**src/rtl/ila_pkg.sv**
```systemverilog
// Shared definitions for the ILA UART command path: ASCII constants, FSM
// state encodings, baud divider and hex-digit decode.
package ila_pkg;

  localparam logic [7:0] ASCII_SP = 8'h20;
  localparam logic [7:0] ASCII_CR = 8'h0D;
  localparam logic [7:0] ASCII_LF = 8'h0A;

  typedef enum logic [2:0] {
    R_IDLE,
    R_START,
    R_DATA,
    R_STOP,
    R_BREAK
  } rx_state_e;

  typedef enum logic [1:0] {
    P_ADDR,
    P_DATA,
    P_SKIP
  } parse_state_e;

  // Clocks per bit; the TX side uses the same formula.
  function automatic int unsigned clk_div(input int unsigned freq, input int unsigned baud);
    return freq / baud;
  endfunction

  // Returns {valid, nibble} for '0'-'9', 'a'-'f', 'A'-'F'.
  function automatic logic [4:0] hex_decode(input logic [7:0] c);
    logic [4:0] r;
    r = '0;
    if (c >= 8'h30 && c <= 8'h39)
      r = {1'b1, c[3:0]};
    else if ((c >= 8'h61 && c <= 8'h66) || (c >= 8'h41 && c <= 8'h46))
      r = {1'b1, c[3:0] + 4'd9};
    return r;
  endfunction

endpackage

```
**src/rtl/ila_uart_rx_byte.sv**
```systemverilog
// UART 8N1 byte receiver: 2-FF synchroniser and RX FSM producing one-cycle
// byte and framing-error strobes.
module ila_uart_rx_byte
  import ila_pkg::*;
#(
  parameter int unsigned CLK_FREQ = 74250000,
  parameter int unsigned BAUD     = 115200
) (
  input  logic       clk,
  input  logic       rst,
  input  logic       rxd_i,
  output logic [7:0] rx_byte_o,
  output logic       rx_strb_o,
  output logic       rx_ferr_o
);

  localparam int unsigned CLK_DIV = clk_div(CLK_FREQ, BAUD);
  localparam int unsigned CW      = $clog2(CLK_DIV + 1);
  localparam int unsigned HALF    = CLK_DIV / 2;

  rx_state_e      state_q, state_d;
  logic [CW-1:0]  cnt_q, cnt_d;
  logic [2:0]     bit_q, bit_d;
  logic [7:0]     sh_q, sh_d;
  logic           meta_q, sync_q;
  logic           strb_q, strb_d;
  logic           ferr_q, ferr_d;

  always_ff @(posedge clk) begin
    if (rst) begin
      meta_q  <= 1'b1;
      sync_q  <= 1'b1;
      state_q <= R_IDLE;
      cnt_q   <= '0;
      bit_q   <= '0;
      sh_q    <= '0;
      strb_q  <= 1'b0;
      ferr_q  <= 1'b0;
    end else begin
      meta_q  <= rxd_i;
      sync_q  <= meta_q;
      state_q <= state_d;
      cnt_q   <= cnt_d;
      bit_q   <= bit_d;
      sh_q    <= sh_d;
      strb_q  <= strb_d;
      ferr_q  <= ferr_d;
    end
  end

  // The counter is cleared to 0 on each event, so matching CLK_DIV-1 keeps
  // sample points exactly CLK_DIV clocks apart from mid-start onwards.
  always_comb begin
    state_d = state_q;
    cnt_d   = cnt_q + CW'(1);
    bit_d   = bit_q;
    sh_d    = sh_q;
    strb_d  = 1'b0;
    ferr_d  = 1'b0;
    case (state_q)
      R_IDLE: begin
        cnt_d = '0;
        if (!sync_q) state_d = R_START;
      end
      R_START: begin
        if (cnt_q == CW'(HALF - 1)) begin
          cnt_d = '0;
          if (!sync_q) begin
            state_d = R_DATA;
            bit_d   = '0;
          end else begin
            state_d = R_IDLE;
          end
        end
      end
      R_DATA: begin
        if (cnt_q == CW'(CLK_DIV - 1)) begin
          cnt_d = '0;
          sh_d  = {sync_q, sh_q[7:1]};
          bit_d = bit_q + 3'd1;
          if (bit_q == 3'd7) state_d = R_STOP;
        end
      end
      R_STOP: begin
        if (cnt_q == CW'(CLK_DIV - 1)) begin
          cnt_d = '0;
          if (sync_q) begin
            strb_d  = 1'b1;
            state_d = R_IDLE;
          end else begin
            ferr_d  = 1'b1;
            state_d = R_BREAK;
          end
        end
      end
      R_BREAK: begin
        cnt_d = '0;
        if (sync_q) state_d = R_IDLE;
      end
      default: state_d = R_IDLE;
    endcase
  end

  assign rx_byte_o = sh_q;
  assign rx_strb_o = strb_q;
  assign rx_ferr_o = ferr_q;

endmodule

```
**src/rtl/ila_uart_cmd_rx.sv**
```systemverilog
// UART ASCII hex command parser: "<addr> <data>\r" produces one register
// write strobe; framing and syntax errors pulse o_err.
module ila_uart_cmd_rx
  import ila_pkg::*;
#(
  parameter int unsigned CLK_FREQ = 74250000,
  parameter int unsigned BAUD     = 115200,
  parameter int unsigned AW       = 8,
  parameter int unsigned DW       = 32
) (
  input  logic          clk,
  input  logic          rst,
  input  logic          i_rxd,
  output logic          o_wr_strb,
  output logic [AW-1:0] o_wr_addr,
  output logic [DW-1:0] o_wr_data,
  output logic          o_err
);

  logic [7:0] rx_byte;
  logic       rx_strb;
  logic       rx_ferr;

  ila_uart_rx_byte #(
    .CLK_FREQ (CLK_FREQ),
    .BAUD     (BAUD)
  ) u_rx (
    .clk       (clk),
    .rst       (rst),
    .rxd_i     (i_rxd),
    .rx_byte_o (rx_byte),
    .rx_strb_o (rx_strb),
    .rx_ferr_o (rx_ferr)
  );

  parse_state_e  pstate_q, pstate_d;
  logic [AW-1:0] addr_q, addr_d;
  logic [DW-1:0] data_q, data_d;
  logic          ndig_q, ndig_d;
  logic          strb_q, strb_d;
  logic          err_q, err_d;
  logic [AW-1:0] wa_q, wa_d;
  logic [DW-1:0] wd_q, wd_d;

  logic [4:0] hex;
  logic       is_eol;
  logic       is_sp;

  assign hex    = hex_decode(rx_byte);
  assign is_eol = (rx_byte == ASCII_CR) || (rx_byte == ASCII_LF);
  assign is_sp  = (rx_byte == ASCII_SP);

  always_ff @(posedge clk) begin
    if (rst) begin
      pstate_q <= P_ADDR;
      addr_q   <= '0;
      data_q   <= '0;
      ndig_q   <= 1'b0;
      strb_q   <= 1'b0;
      err_q    <= 1'b0;
      wa_q     <= '0;
      wd_q     <= '0;
    end else begin
      pstate_q <= pstate_d;
      addr_q   <= addr_d;
      data_q   <= data_d;
      ndig_q   <= ndig_d;
      strb_q   <= strb_d;
      err_q    <= err_d;
      wa_q     <= wa_d;
      wd_q     <= wd_d;
    end
  end

  always_comb begin
    pstate_d = pstate_q;
    addr_d   = addr_q;
    data_d   = data_q;
    ndig_d   = ndig_q;
    strb_d   = 1'b0;
    err_d    = 1'b0;
    wa_d     = wa_q;
    wd_d     = wd_q;
    if (rx_ferr) begin
      err_d    = 1'b1;
      pstate_d = P_SKIP;
    end else if (rx_strb) begin
      case (pstate_q)
        P_ADDR: begin
          if (hex[4]) begin
            addr_d = AW'({addr_q, hex[3:0]});
            ndig_d = 1'b1;
          end else if (is_sp && ndig_q) begin
            pstate_d = P_DATA;
            data_d   = '0;
            ndig_d   = 1'b0;
          end else if (!(is_eol && !ndig_q)) begin
            err_d    = 1'b1;
            pstate_d = P_SKIP;
          end
        end
        P_DATA: begin
          if (hex[4]) begin
            data_d = DW'({data_q, hex[3:0]});
            ndig_d = 1'b1;
          end else if (is_eol && ndig_q) begin
            strb_d   = 1'b1;
            wa_d     = addr_q;
            wd_d     = data_q;
            pstate_d = P_ADDR;
            addr_d   = '0;
            ndig_d   = 1'b0;
          end else begin
            err_d    = 1'b1;
            pstate_d = P_SKIP;
          end
        end
        P_SKIP: begin
          if (is_eol) begin
            pstate_d = P_ADDR;
            addr_d   = '0;
            data_d   = '0;
            ndig_d   = 1'b0;
          end
        end
        default: pstate_d = P_ADDR;
      endcase
    end
  end

  assign o_wr_strb = strb_q;
  assign o_wr_addr = wa_q;
  assign o_wr_data = wd_q;
  assign o_err     = err_q;

endmodule
```
**config.mk**
```make
export PLATFORM = sky130hd
export DESIGN_NAME = ila_uart_cmd_rx
export DESIGN_NICKNAME = d
export VERILOG_FILES = /design/src/rtl/ila_pkg.sv /design/src/rtl/ila_uart_rx_byte.sv /design/src/rtl/ila_uart_cmd_rx.sv
export SDC_FILE = /design/constraint.sdc
export NUM_CORES = 1
export LEC_CHECK = 0
export ABC_AREA = 1
export BUFFER_PORTS_ARGS = -buffer_cell sky130_fd_sc_hd__buf_2
export CAP_MARGIN = 20
export CORE_AREA = 2 2 148 114
export CTS_BUF_LIST = sky130_fd_sc_hd__clkbuf_8
export CTS_CLUSTER_SIZE = 30
export DETAILED_ROUTE_END_ITERATION = 8
export DIE_AREA = 0 0 150 116
export PLACE_DENSITY = 0.53
export SYNTH_ARGS = -nofsm -noshare
export SYNTH_HDL_FRONTEND = slang
export SYNTH_SLANG_ARGS = --single-unit
export TNS_END_PERCENT = 20
```
**constraint.sdc**
```tcl
create_clock -name clk -period 4.98 [get_ports clk]
set_input_delay 0.249 -clock clk [delete_from_list [all_inputs] [get_ports clk]]
set_output_delay 0.249 -clock clk [all_outputs]
set_load 0.02 [all_outputs]
```
Word-level counts from Yosys, hierarchy flattened
Cells that the tools add are included.

operators by class
  add/sub/neg operators = 3
  magnitude comparators = 6
  equal/unequal tests = 33
  multiplexer cells = 54
  bitwise logic cells = 6
  reductions and logical operators = 28

operator list
  cell                                                               count
  two-way mux 32 bit                                                 4
  one-hot mux 32 bit (3 select lines)                                1
  two-way mux 8 bit                                                  4
  two-way mux 3 bit                                                  10
  one-hot mux 10 bit (3 select lines)                                1
  one-hot mux 8 bit (3 select lines)                                 1
  two-way mux 10 bit                                                 2
  two-way mux 2 bit                                                  9
  != test 2 bit, second input constant                               9
  equality test 8 x 4 -> 1 bit, second input constant                2
  greater-or-equal comparator 8 x 7 -> 1 bit, second input constant  2
  less-or-equal comparator 8 x 7 -> 1 bit, second input constant     2
  two-way mux 1 bit                                                  15
  one-hot mux 3 bit (5 select lines)                                 1
  AND reduction 5 bit                                                3
  AND reduction 7 bit                                                2
  AND reduction 6 bit                                                2
  adder 10 x 1 -> 10 bit, second input constant                      1
  equality test 10 bit, second input constant                        1
  equality test 10 x 9 -> 1 bit, second input constant               1
  two-way mux 5 bit                                                  2
  != test 2 x 1 -> 1 bit, second input constant                      5
  != test 3 x 2 -> 1 bit, second input constant                      3
  != test 3 bit, second input constant                               3
  other kinds (28)                                                   44

word-level totals
  flip-flop bits (word level) = 113
  bits of input ports = 3
  output and inout bits = 42
  word-level logic and storage cells = 147

Logic depth before layout (Yosys ltp)
Gate-level depths: netlist (run 1).

  depth after elaboration = 9
  gate-level depth with buffers = 12
  gate-level depth less buffers = 12

Hierarchy
A second synthesis (run 1) with hierarchy kept.

second synthesis, totals
  cells, all modules = 687
  area, all modules = 5287.6 um^2

modules (own cells, without submodules)
  module            instances  cells an instance  area an instance (um^2)  seq. area each (um^2)
  ila_uart_cmd_rx   1          511                3938.8                   1701.6
  ila_uart_rx_byte  1          176                1348.8                   560.5

Worst setup path after synthesis (run 1)
OpenSTA, ideal clock, no wires.

  path kind = register -> register
  from = register u_rx.sh_q[0] (netlist: u_rx.rx_byte_o[0])
  to = register wd_q[20] (netlist: o_wr_data[20])
  setup time = 116 ps
  arrival time = 1657 ps
  required time = 4864 ps
  slack = 3207 ps
  cell stages (with the launch flop) = 12
  path buffers = 1
  period minus slack after synthesis = 1773 ps
  cells stage by stage = dfxtp_1 > inv_1 > ha_1 > o21ai_2 > nand2_1 > nand2_4 > nand3_2 > inv_2 > nand2_1 > buf_2 > o21ai_0 > nor2_1

between the ends
  word-level cells in the longest chain between the ends = 7
  elaborated cells between the ends (all ways) = 18
  those cells by class = order compare (6); eq/ne (2); mux (2); bitwise (1); reduce/logical (7)

RTL lines
  item                                                                                                          line                    source
  from (decl)                                                                                                   ila_uart_rx_byte.sv:24  logic [7:0] sh_q, sh_d;
  from (signal assigned)                                                                                        ila_uart_rx_byte.sv:36  sh_q <= '0;
  from (signal assigned)                                                                                        ila_uart_rx_byte.sv:45  sh_q <= sh_d;
  greater-or-equal comparator 8 x 7 -> 1 bit / less-or-equal comparator 8 x 7 -> 1 bit (equally long branches)  ila_pkg.sv:34           else if ((c >= 8'h61 && c <= 8'h66) || (c >= 8'h41 && c <= 8'h46))
  logical AND 1 bit                                                                                             ila_pkg.sv:34
  logical OR 1 bit                                                                                              ila_pkg.sv:34
  two-way mux 5 bit                                                                                             ila_pkg.sv:34
  two-way mux 5 bit                                                                                             ila_pkg.sv:32           if (c >= 8'h30 && c <= 8'h39)
  NOT 1 bit (no line)                                                                                           --
  AND reduction 5 bit (no line) (*)                                                                             --
  to (signal assigned)                                                                                          ila_uart_cmd_rx.sv:71   wd_q <= wd_d;
  to (decl)                                                                                                     ila_uart_cmd_rx.sv:43   logic [DW-1:0] wd_q, wd_d;

Mark *: on every way between the ends. The rest lies on a longest branch, timed or not.
A chain may end at the register's enable or synchronous reset.

Worst setup path after layout (run 1)
  from = register u_rx.sh_q[0] (netlist: u_rx.rx_byte_o[0])
  to = register wa_q[3] (netlist: o_wr_addr[3])

between the ends
  word-level cells in the longest chain between the ends = 7
  elaborated cells between the ends (all ways) = 18
  those cells by class = order compare (6); eq/ne (2); mux (2); bitwise (1); reduce/logical (7)

RTL lines
  item                                                                                                          line                   source
  greater-or-equal comparator 8 x 7 -> 1 bit / less-or-equal comparator 8 x 7 -> 1 bit (equally long branches)  ila_pkg.sv:34
  logical AND 1 bit                                                                                             ila_pkg.sv:34
  logical OR 1 bit                                                                                              ila_pkg.sv:34
  two-way mux 5 bit                                                                                             ila_pkg.sv:34
  two-way mux 5 bit                                                                                             ila_pkg.sv:32
  NOT 1 bit (no line)                                                                                           --
  AND reduction 5 bit (no line) (*)                                                                             --
  to (signal assigned)                                                                                          ila_uart_cmd_rx.sv:70  wa_q <= wa_d;
  to (decl)                                                                                                     ila_uart_cmd_rx.sv:42  logic [AW-1:0] wa_q, wa_d;

Marked as above.

==> metrics.cfg, run 1 <==
[timing]
fin_skew_ps = 11.6
fmax_mhz = 397
hold_violations = 0
drv_slew = 0
setup-violations-final = 0
rsz0062_at_grt = false
finalCritPeriodShare_pct = 50.5
period_needed_ps = 2520
setup_tns_ps = 0
tightestPinTransition_ps = 740
maxSlewHeadroom_pct = 50.6

[yosys]
synth_largest_area_cell = dfxtp_1
synth.top_cell.area_share_pct = 46.9
synthCells = 644
ys_types = 31
seq_area_frac_synth_pct = 46.9
syn_nets = 659
syn_area_sq_um = 4820
yosysWarnings = 0
ys_ff_latch = 113
syn_area_per_cell_sq_um = 7.49
ys_top_cells_by_area = dfxtp_1 47%, nor2_1 9.2%, o21ai_0 8.6%, a21oi_1 6.0%, nand2_1 5.7%

[floorplan]
start_util_pct = 30.5
pin_count = 45
num_rows = 40
fp.dieW_um = 150
coreArea_sq_um = 15800
fp.dieH_um = 116
fp.dieArea_sq_um = 17400

[route]
vias_per_cell = 4.71
drc = 0
totalWireLength_um = 11200
drt_iter0_drc = 324
dr.pass1.iters = 5
num_vias = 4250
final_antenna_net_count = 0
avgRoutedWirePerCell_um = 12.4

[place]
gp_routability_congestion = 0.849
io_buffers = 44
place_area_sq_um = 5160
post-dp-hpwl_um = 7590

[final_layout]
design_area_sq_um = 5600
fin_nets = 694
utilization_pct = 35.4
drive_gt1_share_pct = 14.6
n_fill_cell = 1637
area_growth_syn_to_layout_pct = 16.2
diodes = 0

[clock_network]
cts_buffers = 17
numClockSinks = 113
htree_levels = 4
clk_root_buffer_cell = clkbuf_8
cts_setup_buffers = 0
cts.clk_slew.worst_paths_ps = 70
insertion_delay_ps = 440
cts_tree = done
clock_path_buffers = 2

[worst_setup_path]
startpoint_type = flip-flop
cp_data_required_time_ps = 5350
cp.arrival_ps = 2880
path_max_fanout = 42
worst-setup-path-type = reg2reg
end_kind = flip-flop

[pwr]
powerDensity_nw_per_um2 = 339
peakVddDrop_v = 0.000131
finalPower_w = 0.00190
p_leak_nw = 2.26

[job]
drv_cap = 0

[global_route]
grt_pass1_wl_um = 18400
grt_usage_pct = 13.5
grt_pass1_vias = 3822
grt_max_degree = 54
grt_overflow = 0
antenna_found_initial = 0

[hold_path]
hold_path_class = in2reg

[outcome]
status = complete, no violations

[report_power, final]
part	internal, W	switching, W
logic	0.0000153	0.0000379
clock network	0.000563	0.000372
registers	0.000908	0.00000500
total	0.00149	0.000415
[per-layer routing]
metal,track usage [%],routed length (um)
met1,19.0,5830
met2,18.4,4540
met3,4.61,665
met4,6.42,201
met5,0,0
[what timing repair did]
| action | 4_1_cts | 5_1_grt |
|---|---|---|
| setup endpoints to repair | 0 | 0 |
| endpoints found under the hold margin | 1 | 0 |
| hold buffers | 1 | 0 |
| gates resized for setup | 0 | 0 |
[sequential cells by signal, indices dropped and copies added, names as in the netlist, 2 cells and up]
| register | cells |
|---|---|
| u_rx.cnt_q | 10 |
| u_rx.state_q | 3 |
| o_wr_addr | 8 |
| u_rx.bit_q | 3 |
| addr_q | 8 |
| u_rx.rx_byte_o | 8 |
| o_wr_data | 32 |
| pstate_q | 2 |
| data_q | 32 |
[worst max-delay path, cell delays in order (launching register included)]
cell and delay (ps):
dfxtp_1 430, inv_1 120, ha_1 250, o21ai_2 130
nand2_1 90, nand2_4 120, nand3_2 140, inv_2 70
nand2_1 40, buf_4 250, inv_2 550, nor2_1 80
nor2_1 120
[cell usage after synthesis]
| cell type | instances |
|---|---|
| o21ai_2 | 1 |
| buf_6 | 3 |
| nor2_1 | 118 |
| clkbuf_2 | 3 |
| a21oi_1 | 58 |
| o21ai_0 | 83 |
| o21ai_1 | 11 |
| inv_2 | 5 |
| nand3_2 | 2 |
| nand2_1 | 73 |
| nand3b_1 | 3 |
| nor2_2 | 3 |
| nor2_4 | 1 |
| nand2_4 | 4 |
| ha_1 | 12 |
| o2111ai_1 | 1 |
| buf_1 | 1 |
| nor4_1 | 3 |
| a21oi_2 | 1 |
| nand2_2 | 2 |
| clkbuf_1 | 15 |
| buf_2 | 7 |
| nor2_8 | 1 |
| or2_2 | 4 |
| nand3_1 | 51 |
| nand4_1 | 10 |
| dfxtp_1 | 113 |
| inv_1 | 43 |
| buf_4 | 4 |
| o22ai_1 | 1 |
| nor3_1 | 7 |
[final timing paths]
path | start | endpoint | slack, ps | cells after the start
setup / recovery | u_rx.rx_byte_o[0] | o_wr_addr[3] | 2460 | 12
hold / removal | rst | u_rx.bit_q[2] | 400 | 3
setup reg to reg | u_rx.rx_byte_o[0] | o_wr_addr[3] | 2460 | 12
hold reg to reg | u_rx.meta_q | u_rx.sync_q | 410 | 1
[through the flow]
step,hold slack (ps),setup WS (ps),cells
2_1_floorplan,353,3210,644
4_1_cts,391,2450,902
3_5_place_dp,402,2490,869
6_report,403,2460,902
3_3_place_gp,398,2620,869
5_1_grt,427,2230,902
[logic make-up after synthesis]
kind of cell / after synthesis / share of synthesized area [%]
AOI/OAI and AO/OA: 156 / 16.4
adders and majority gates: 12 / 3.11
buffers and inverters: 81 / 7.34
DFF: 113 / 46.9
and+or+nand+nor: 282 / 26.2
[final cells by class]
cell class / count / area [sq um] / area share (%)
clock inverters: 13 / 169 / 3.01
repair buffers: 49 / 260 / 4.64
multi-input cells: 450 / 2210 / 39.4
clock buffers: 19 / 262 / 4.67
inverters: 48 / 180 / 3.22
flip-flops and latches: 113 / 2260 / 40.4
well taps: 210 / 263 / 4.69
[layout by cell type (no fill, tap or decap)]
cell             n
or2_2            4
nand2_1         73
nor2_1         118
nand3_1         51
nor2_4           1
nor3_1           7
o2111ai_1        1
inv_1           46
o21ai_2          1
buf_4            4
nand2_2          2
dfxtp_1        113
clkinvlp_4       3
o21ai_0         83
a21oi_2          1
bufinv_16        4
o22ai_1          1
nand3_2          2
nor2_8           1
ha_1            12
nand2_4          4
inv_2            5
nor2_2           3
buf_2           44
nor4_1           3
a21oi_1         58
o21ai_1         11
dlygate4sd3_1    1
nand3b_1         3
clkinv_2         3
clkbuf_8        19
nand4_1         10
No activity file was read; power rests on OpenSTA's default activity.
==> run 2: changes to the inputs <==
--- a/config.mk
+++ b/config.mk
@@ -13,7 +13,7 @@
 export CTS_CLUSTER_SIZE = 30
 export DETAILED_ROUTE_END_ITERATION = 8
 export DIE_AREA = 0 0 150 116
-export PLACE_DENSITY = 0.53
+export PLACE_DENSITY = 0.55
 export SYNTH_ARGS = -nofsm -noshare
 export SYNTH_HDL_FRONTEND = slang
 export SYNTH_SLANG_ARGS = --single-unit
==> constraint.sdc (replaced) <==
create_clock -name clk -period 2.2 [get_ports clk]
set_input_delay 0.11 -clock clk [delete_from_list [all_inputs] [get_ports clk]]
set_output_delay 0.11 -clock clk [all_outputs]
set_load 0.02 [all_outputs]
==> run 2 against run 1 <==
  * Critical path depth down 1
  * Global-route usage up 0.67 points
  * Worst hold slack worse by 350 ps
  * Combinational power up 130%
  * Cell count up 1.2%
  * Flip-flop and latch count unchanged
  * Worst setup slack worse by 2300 ps
  * Clock skew down 2.2 ps
  * Core utilization up 0.54 points
  * Highest routed layer unchanged
  * First-iteration DRC count up 6.8%
  * Non-clock buffer count up 11
  * Cell area up 1.5%
==> metrics.cfg, run 2 (synthesized netlist as in run 1, its figures left out) <==
[outcome]
status = complete, no violations

[global_route]
grt_overflow = 0
grt_pass1_wl_um = 19300
antenna_found_initial = 0
grt_usage_pct = 14.2
grt_max_degree = 40
grt_pass1_vias = 3815

[worst_setup_path]
cpMostUsedCell = nand2_4
cp_data_required_time_ps = 2500
worst-setup-path-type = reg2reg
path_max_fanout = 27
cp.arrival_ps = 2300
startpoint_type = flip-flop
end_kind = flip-flop
cp_cell_sequence = inv_1 > ha_1 > o21ai_2 > nand2_1 > nand2_4 > nand2_4 > nand2_2 > nand2_4 > buf_6 > o21ai_0 > a21oi_1
slowest_delay_ps = 380
cp_slowest_cell = dfxtp_2

[final_layout]
final_common_cell = nor2_1
fin_nets = 705
drive_gt1_share_pct = 16.5
n_fill_cell = 1711
final_cell_mix = 118 x nor2_1, 112 x dfxtp_1, 81 x o21ai_0, 73 x nand2_1, 58 x a21oi_1
diodes = 0
area_growth_syn_to_layout_pct = 17.9
regArea_sq_um = 2260
layoutNonFillerInstCount = 913
multiInputGateArea_sq_um = 2210

[clock_network]
clock_path_buffers = 2
cts_buffers = 17
clk_root_buffer_cell = clkbuf_8
htree_levels = 4
cts_setup_buffers = 0
insertion_delay_ps = 440
numClockSinks = 113
cts_tree = done
cts.clk_slew.worst_paths_ps = 70

[timing]
hold_violations = 0
setup-violations-final = 0
setup_tns_ps = 0
rsz0062_at_grt = false
fin_skew_ps = 9.38
finalCritPeriodShare_pct = 91.0
maxSlewHeadroom_pct = 68.0
tightestPinTransition_ps = 479
period_needed_ps = 2000
fmax_mhz = 500
drv_slew = 0

[floorplan]
num_rows = 40
fp.dieW_um = 150
start_util_pct = 30.5
pin_count = 45
coreArea_sq_um = 15800
fp.dieArea_sq_um = 17400
fp.dieH_um = 116

[route]
final_antenna_net_count = 0
num_vias = 4198
drt_iter0_drc = 346
vias_per_cell = 4.60
drc = 0
avgRoutedWirePerCell_um = 12.6
dr.pass1.iters = 5
totalWireLength_um = 11500

[pwr]
p_leak_nw = 2.29
powerDensity_nw_per_um2 = 722
peakVddDrop_v = 0.000281

[job]
drv_cap = 0

[place]
io_buffers = 44
post-dp-hpwl_um = 7740
gp_routability_congestion = 0.838
dp.cells = 880

[hold_path]
hold_path_class = in2reg

[run 2: metrics by stage]
stage                     setup slack [ps]  instance area [sq um]  power (W)  hold slack (ps)  utilization, %
final                                  198                   5690    0.00411             57.7            36.0
after CTS                             81.2                   5680    0.00417             22.4            35.9
after global routing                  1.28                   5690    0.00430             46.6            36.0
after detailed placement               155                   5280    0.00223              318            33.4
after global placement                 209                   5280    0.00223              316            33.4
after floorplan                        427                   4820    0.00220              214               -
[run 2: worst paths after layout]
check                                        from     endpoint  slack [ps]  cells after the start
worst max-delay path            u_rx.rx_byte_o[0]   data_q[20]         200                     11
worst min-delay path                          rst    addr_q[7]          60                      2
worst max register to register  u_rx.rx_byte_o[0]   data_q[20]         200                     11
worst min register to register        u_rx.meta_q  u_rx.sync_q         420                      1
[run 2: cell type report]
type / count / share of cell area [%]
Clock buffer: 18 / 4.36
Inverter: 48 / 3.17
Clock inverter: 14 / 2.46
Multi-Input combinational cell: 450 / 38.8
Timing Repair Buffer: 60 / 6.75
Tap cell: 210 / 4.62
Sequential cell: 113 / 39.8
[run 2: layer usage]
metal / share of wire [%] / track usage [%] / wire (um) / vias up
met5: 0 / 0 / 0 / -
met4: 1.1 / 5.03 / 130 / 0
met3: 4.6 / 4.96 / 531 / 8
met2: 40 / 19.4 / 4580 / 74
met1: 54 / 20.4 / 6230 / 1889
li1: - / - / - / 2227
[run 2: timing repair]
item	CTS	global route
hold buffers	1	0
resized for setup	0	5
setup endpoints to repair	0	61
hold endpoints to repair	1	0
[run 2: where the power goes]
part | internal, W | total [W] | switching (W)
clock network | 0.00103 | 0.00192 | 0.000897
registers | 0.00205 | 0.00206 | 0.0000107
logic | 0.0000356 | 0.000121 | 0.0000852
[run 2: critical path: cells and delay by family (launching register included)]
kind / cells / cell delay [ps]
and+or+nand+nor: 5 / 500
AOI/OAI and AO/OA: 3 / 450
DFF: 1 / 380
buffers and inverters: 2 / 280
adders and majority gates: 1 / 240
==> run 3: changes to the inputs <==
--- a/config.mk
+++ b/config.mk
@@ -8,11 +8,11 @@
 export ABC_AREA = 1
 export BUFFER_PORTS_ARGS = -buffer_cell sky130_fd_sc_hd__buf_2
 export CAP_MARGIN = 20
-export CORE_AREA = 2 2 148 114
+export CORE_AREA = 3 3 149 115
 export CTS_BUF_LIST = sky130_fd_sc_hd__clkbuf_8
 export CTS_CLUSTER_SIZE = 30
 export DETAILED_ROUTE_END_ITERATION = 8
-export DIE_AREA = 0 0 150 116
+export DIE_AREA = 0 0 152 118
 export PLACE_DENSITY = 0.55
 export SYNTH_ARGS = -nofsm -noshare
 export SYNTH_HDL_FRONTEND = slang
==> run 3 against run 2 <==
  * Worst hold slack improved by 67 ps
  * Sequential share of layout area fell by 0.057 points
  * Non-clock buffer count fell by 2
  * Critical path type unchanged
  * Fmax fell by 1.7%
  * First-iteration DRC count fell by 0.87%
  * Worst setup slack got worse by 35 ps
  * Clock power rose by 9%
  * Critical endpoint is now o_wr_data[12]
==> metrics.cfg, run 3 (synthesized netlist as in run 1, its figures left out) <==
[outcome]
status = complete, no violations

[route]
num_vias = 4181
final_antenna_net_count = 0
drt_iter0_drc = 343
dr.pass1.iters = 5
vias_per_cell = 4.59
totalWireLength_um = 11400
avgRoutedWirePerCell_um = 12.5
drc = 0

[clock_network]
numClockSinks = 113
htree_levels = 4
cts_tree = done
clock_path_buffers = 2
cts_buffers = 17
cts_setup_buffers = 0
insertion_delay_ps = 440
clk_root_buffer_cell = clkbuf_8
cts.clk_slew.worst_paths_ps = 70

[final_layout]
n_fill_cell = 1703
multiInputGateArea_sq_um = 2210
utilization_pct = 36.0
final_common_cell = nor2_1
area_growth_syn_to_layout_pct = 18.0
regArea_sq_um = 2260
diodes = 0
fin_nets = 703
final_cell_mix = 117 x nor2_1, 113 x dfxtp_1, 79 x o21ai_0, 73 x nand2_1, 58 x a21oi_1
drive_gt1_share_pct = 15.7

[timing]
rsz0062_at_grt = false
tightestPinTransition_ps = 493
fmax_mhz = 491
finalCritPeriodShare_pct = 92.6
setup_tns_ps = 0
period_needed_ps = 2040
setup-violations-final = 0
fin_skew_ps = 10.3
drv_slew = 0
maxSlewHeadroom_pct = 67.1
hold_violations = 0
finalWorstSetupSlack_ps = 164

[worst_setup_path]
end_kind = flip-flop
worst-setup-path-type = reg2reg
critPathBufInv = 3
ff2ff_path_depth = 11
slowest_delay_ps = 410
cpMostUsedCell = nand2_1
timing.rr.start = u_rx.rx_byte_o[0]
critPathTopFamily = simple AND/OR/NAND/NOR gates
r2r-end = o_wr_data[12]
reg2reg_slack_ps = 160
cp_slowest_cell = dfxtp_1
startpoint_type = flip-flop
cp_cell_sequence = inv_1 > ha_1 > o21ai_2 > nand2_1 > nand2_4 > nand3_2 > inv_2 > nand2_1 > buf_4 > o21ai_0 > nor2_1
path_max_fanout = 26
cp_data_required_time_ps = 2520
cp.arrival_ps = 2360

[hold_path]
min_path_cells = 2
hold_start = rst
min_to = o_wr_strb
hold_path_class = in2reg

[pwr]
p_leak_nw = 2.31
powerDensity_nw_per_um2 = 753
peakVddDrop_v = 0.000340

[place]
gp_routability_congestion = 0.851
io_buffers = 44
dp_slack_ps = 171
post-dp-hpwl_um = 7680

[floorplan]
fp.dieW_um = 152
coreArea_sq_um = 15800
fp.dieH_um = 118
fp.dieArea_sq_um = 17900
num_rows = 40
pin_count = 45
start_util_pct = 30.5

[global_route]
grt_max_degree = 41
grt_usage_pct = 12.9
grt_pass1_wl_um = 19000
grt_pass1_vias = 3780
antenna_found_initial = 0
grt_overflow = 0

[job]
drv_cap = 0

## run 3: cell types whose count changed in the layout (fill, tap and decap cells not counted), moves of 2 or more
cell,change
o21ai_1,+2
bufinv_16,+2
clkinvlp_4,-2
inv_1,+3
o21ai_0,-2
## run 3: worst max-delay path by stage
stage	startpoint	end	slack, ps	depth (start not counted)
5_1_grt	u_rx.rx_byte_o[1]	data_q[14]	0.09	10
4_1_cts	u_rx.rx_byte_o[0]	o_wr_data[7]	150	11
3_5_place_dp	u_rx.rx_byte_o[0]	data_q[29]	170	10
2_1_floorplan	u_rx.rx_byte_o[0]	o_wr_data[20]	430	11
3_3_place_gp	u_rx.rx_byte_o[0]	addr_q[0]	170	12
6_report	u_rx.rx_byte_o[0]	o_wr_data[12]	160	11
## run 3: per-layer routing
| layer | part of all wire (%) | up-vias | wire, um | track usage [%] |
|---|---|---|---|---|
| li1 | - | 2230 | - | - |
| met1 | 56 | 1856 | 6380 | 19.7 |
| met2 | 38 | 81 | 4300 | 16.8 |
| met3 | 4.8 | 14 | 544 | 4.04 |
| met4 | 1.3 | 0 | 153 | 4.04 |
| met5 | 0 | - | 0 | 0 |
## run 3: final cells by class
type,count,share of cell area [%]
clock inverter,14,3.05
timing repair buffer,58,6.26
multi-input combinational,450,38.8
sequential,113,39.7
tap,210,4.62
inverter,48,3.16
clock buffer,18,4.35
## run 3: repair_timing
| action | CTS | global route |
|---|---|---|
| endpoints found under the setup margin | 0 | 17 |
| hold buffers | 1 | 0 |
| resized for setup | 0 | 6 |
| endpoints found under the hold margin | 1 | 0 |
## run 3: metrics by stage
stage | hold WS [ps] | instance area, sq um | power (W) | instances
after floorplan | 214 | 4820 | 0.00220 | 644
after global placement | 298 | 5260 | 0.00223 | 878
after detailed placement | 296 | 5260 | 0.00223 | 878
after CTS | 82.7 | 5690 | 0.00435 | 911
after global routing | 146 | 5690 | 0.00447 | 911
final | 124 | 5690 | 0.00429 | 911
## run 3: where the power goes
part | switching [W] | internal, W
Sequential | 0.0000108 | 0.00205
Clock | 0.000861 | 0.00124
Combinational | 0.0000863 | 0.0000357
Total | 0.000958 | 0.00333
## run 3: worst register-to-register path, delay by kind of cell, from the launching register on
| family | cells | cell delay [ps] |
|---|---|---|
| and+or+nand+nor | 5 | 510 |
| buffers and inverters | 3 | 430 |
| DFF | 1 | 410 |
| AOI/OAI and AO/OA | 2 | 340 |
| adders and majority gates | 1 | 240 |
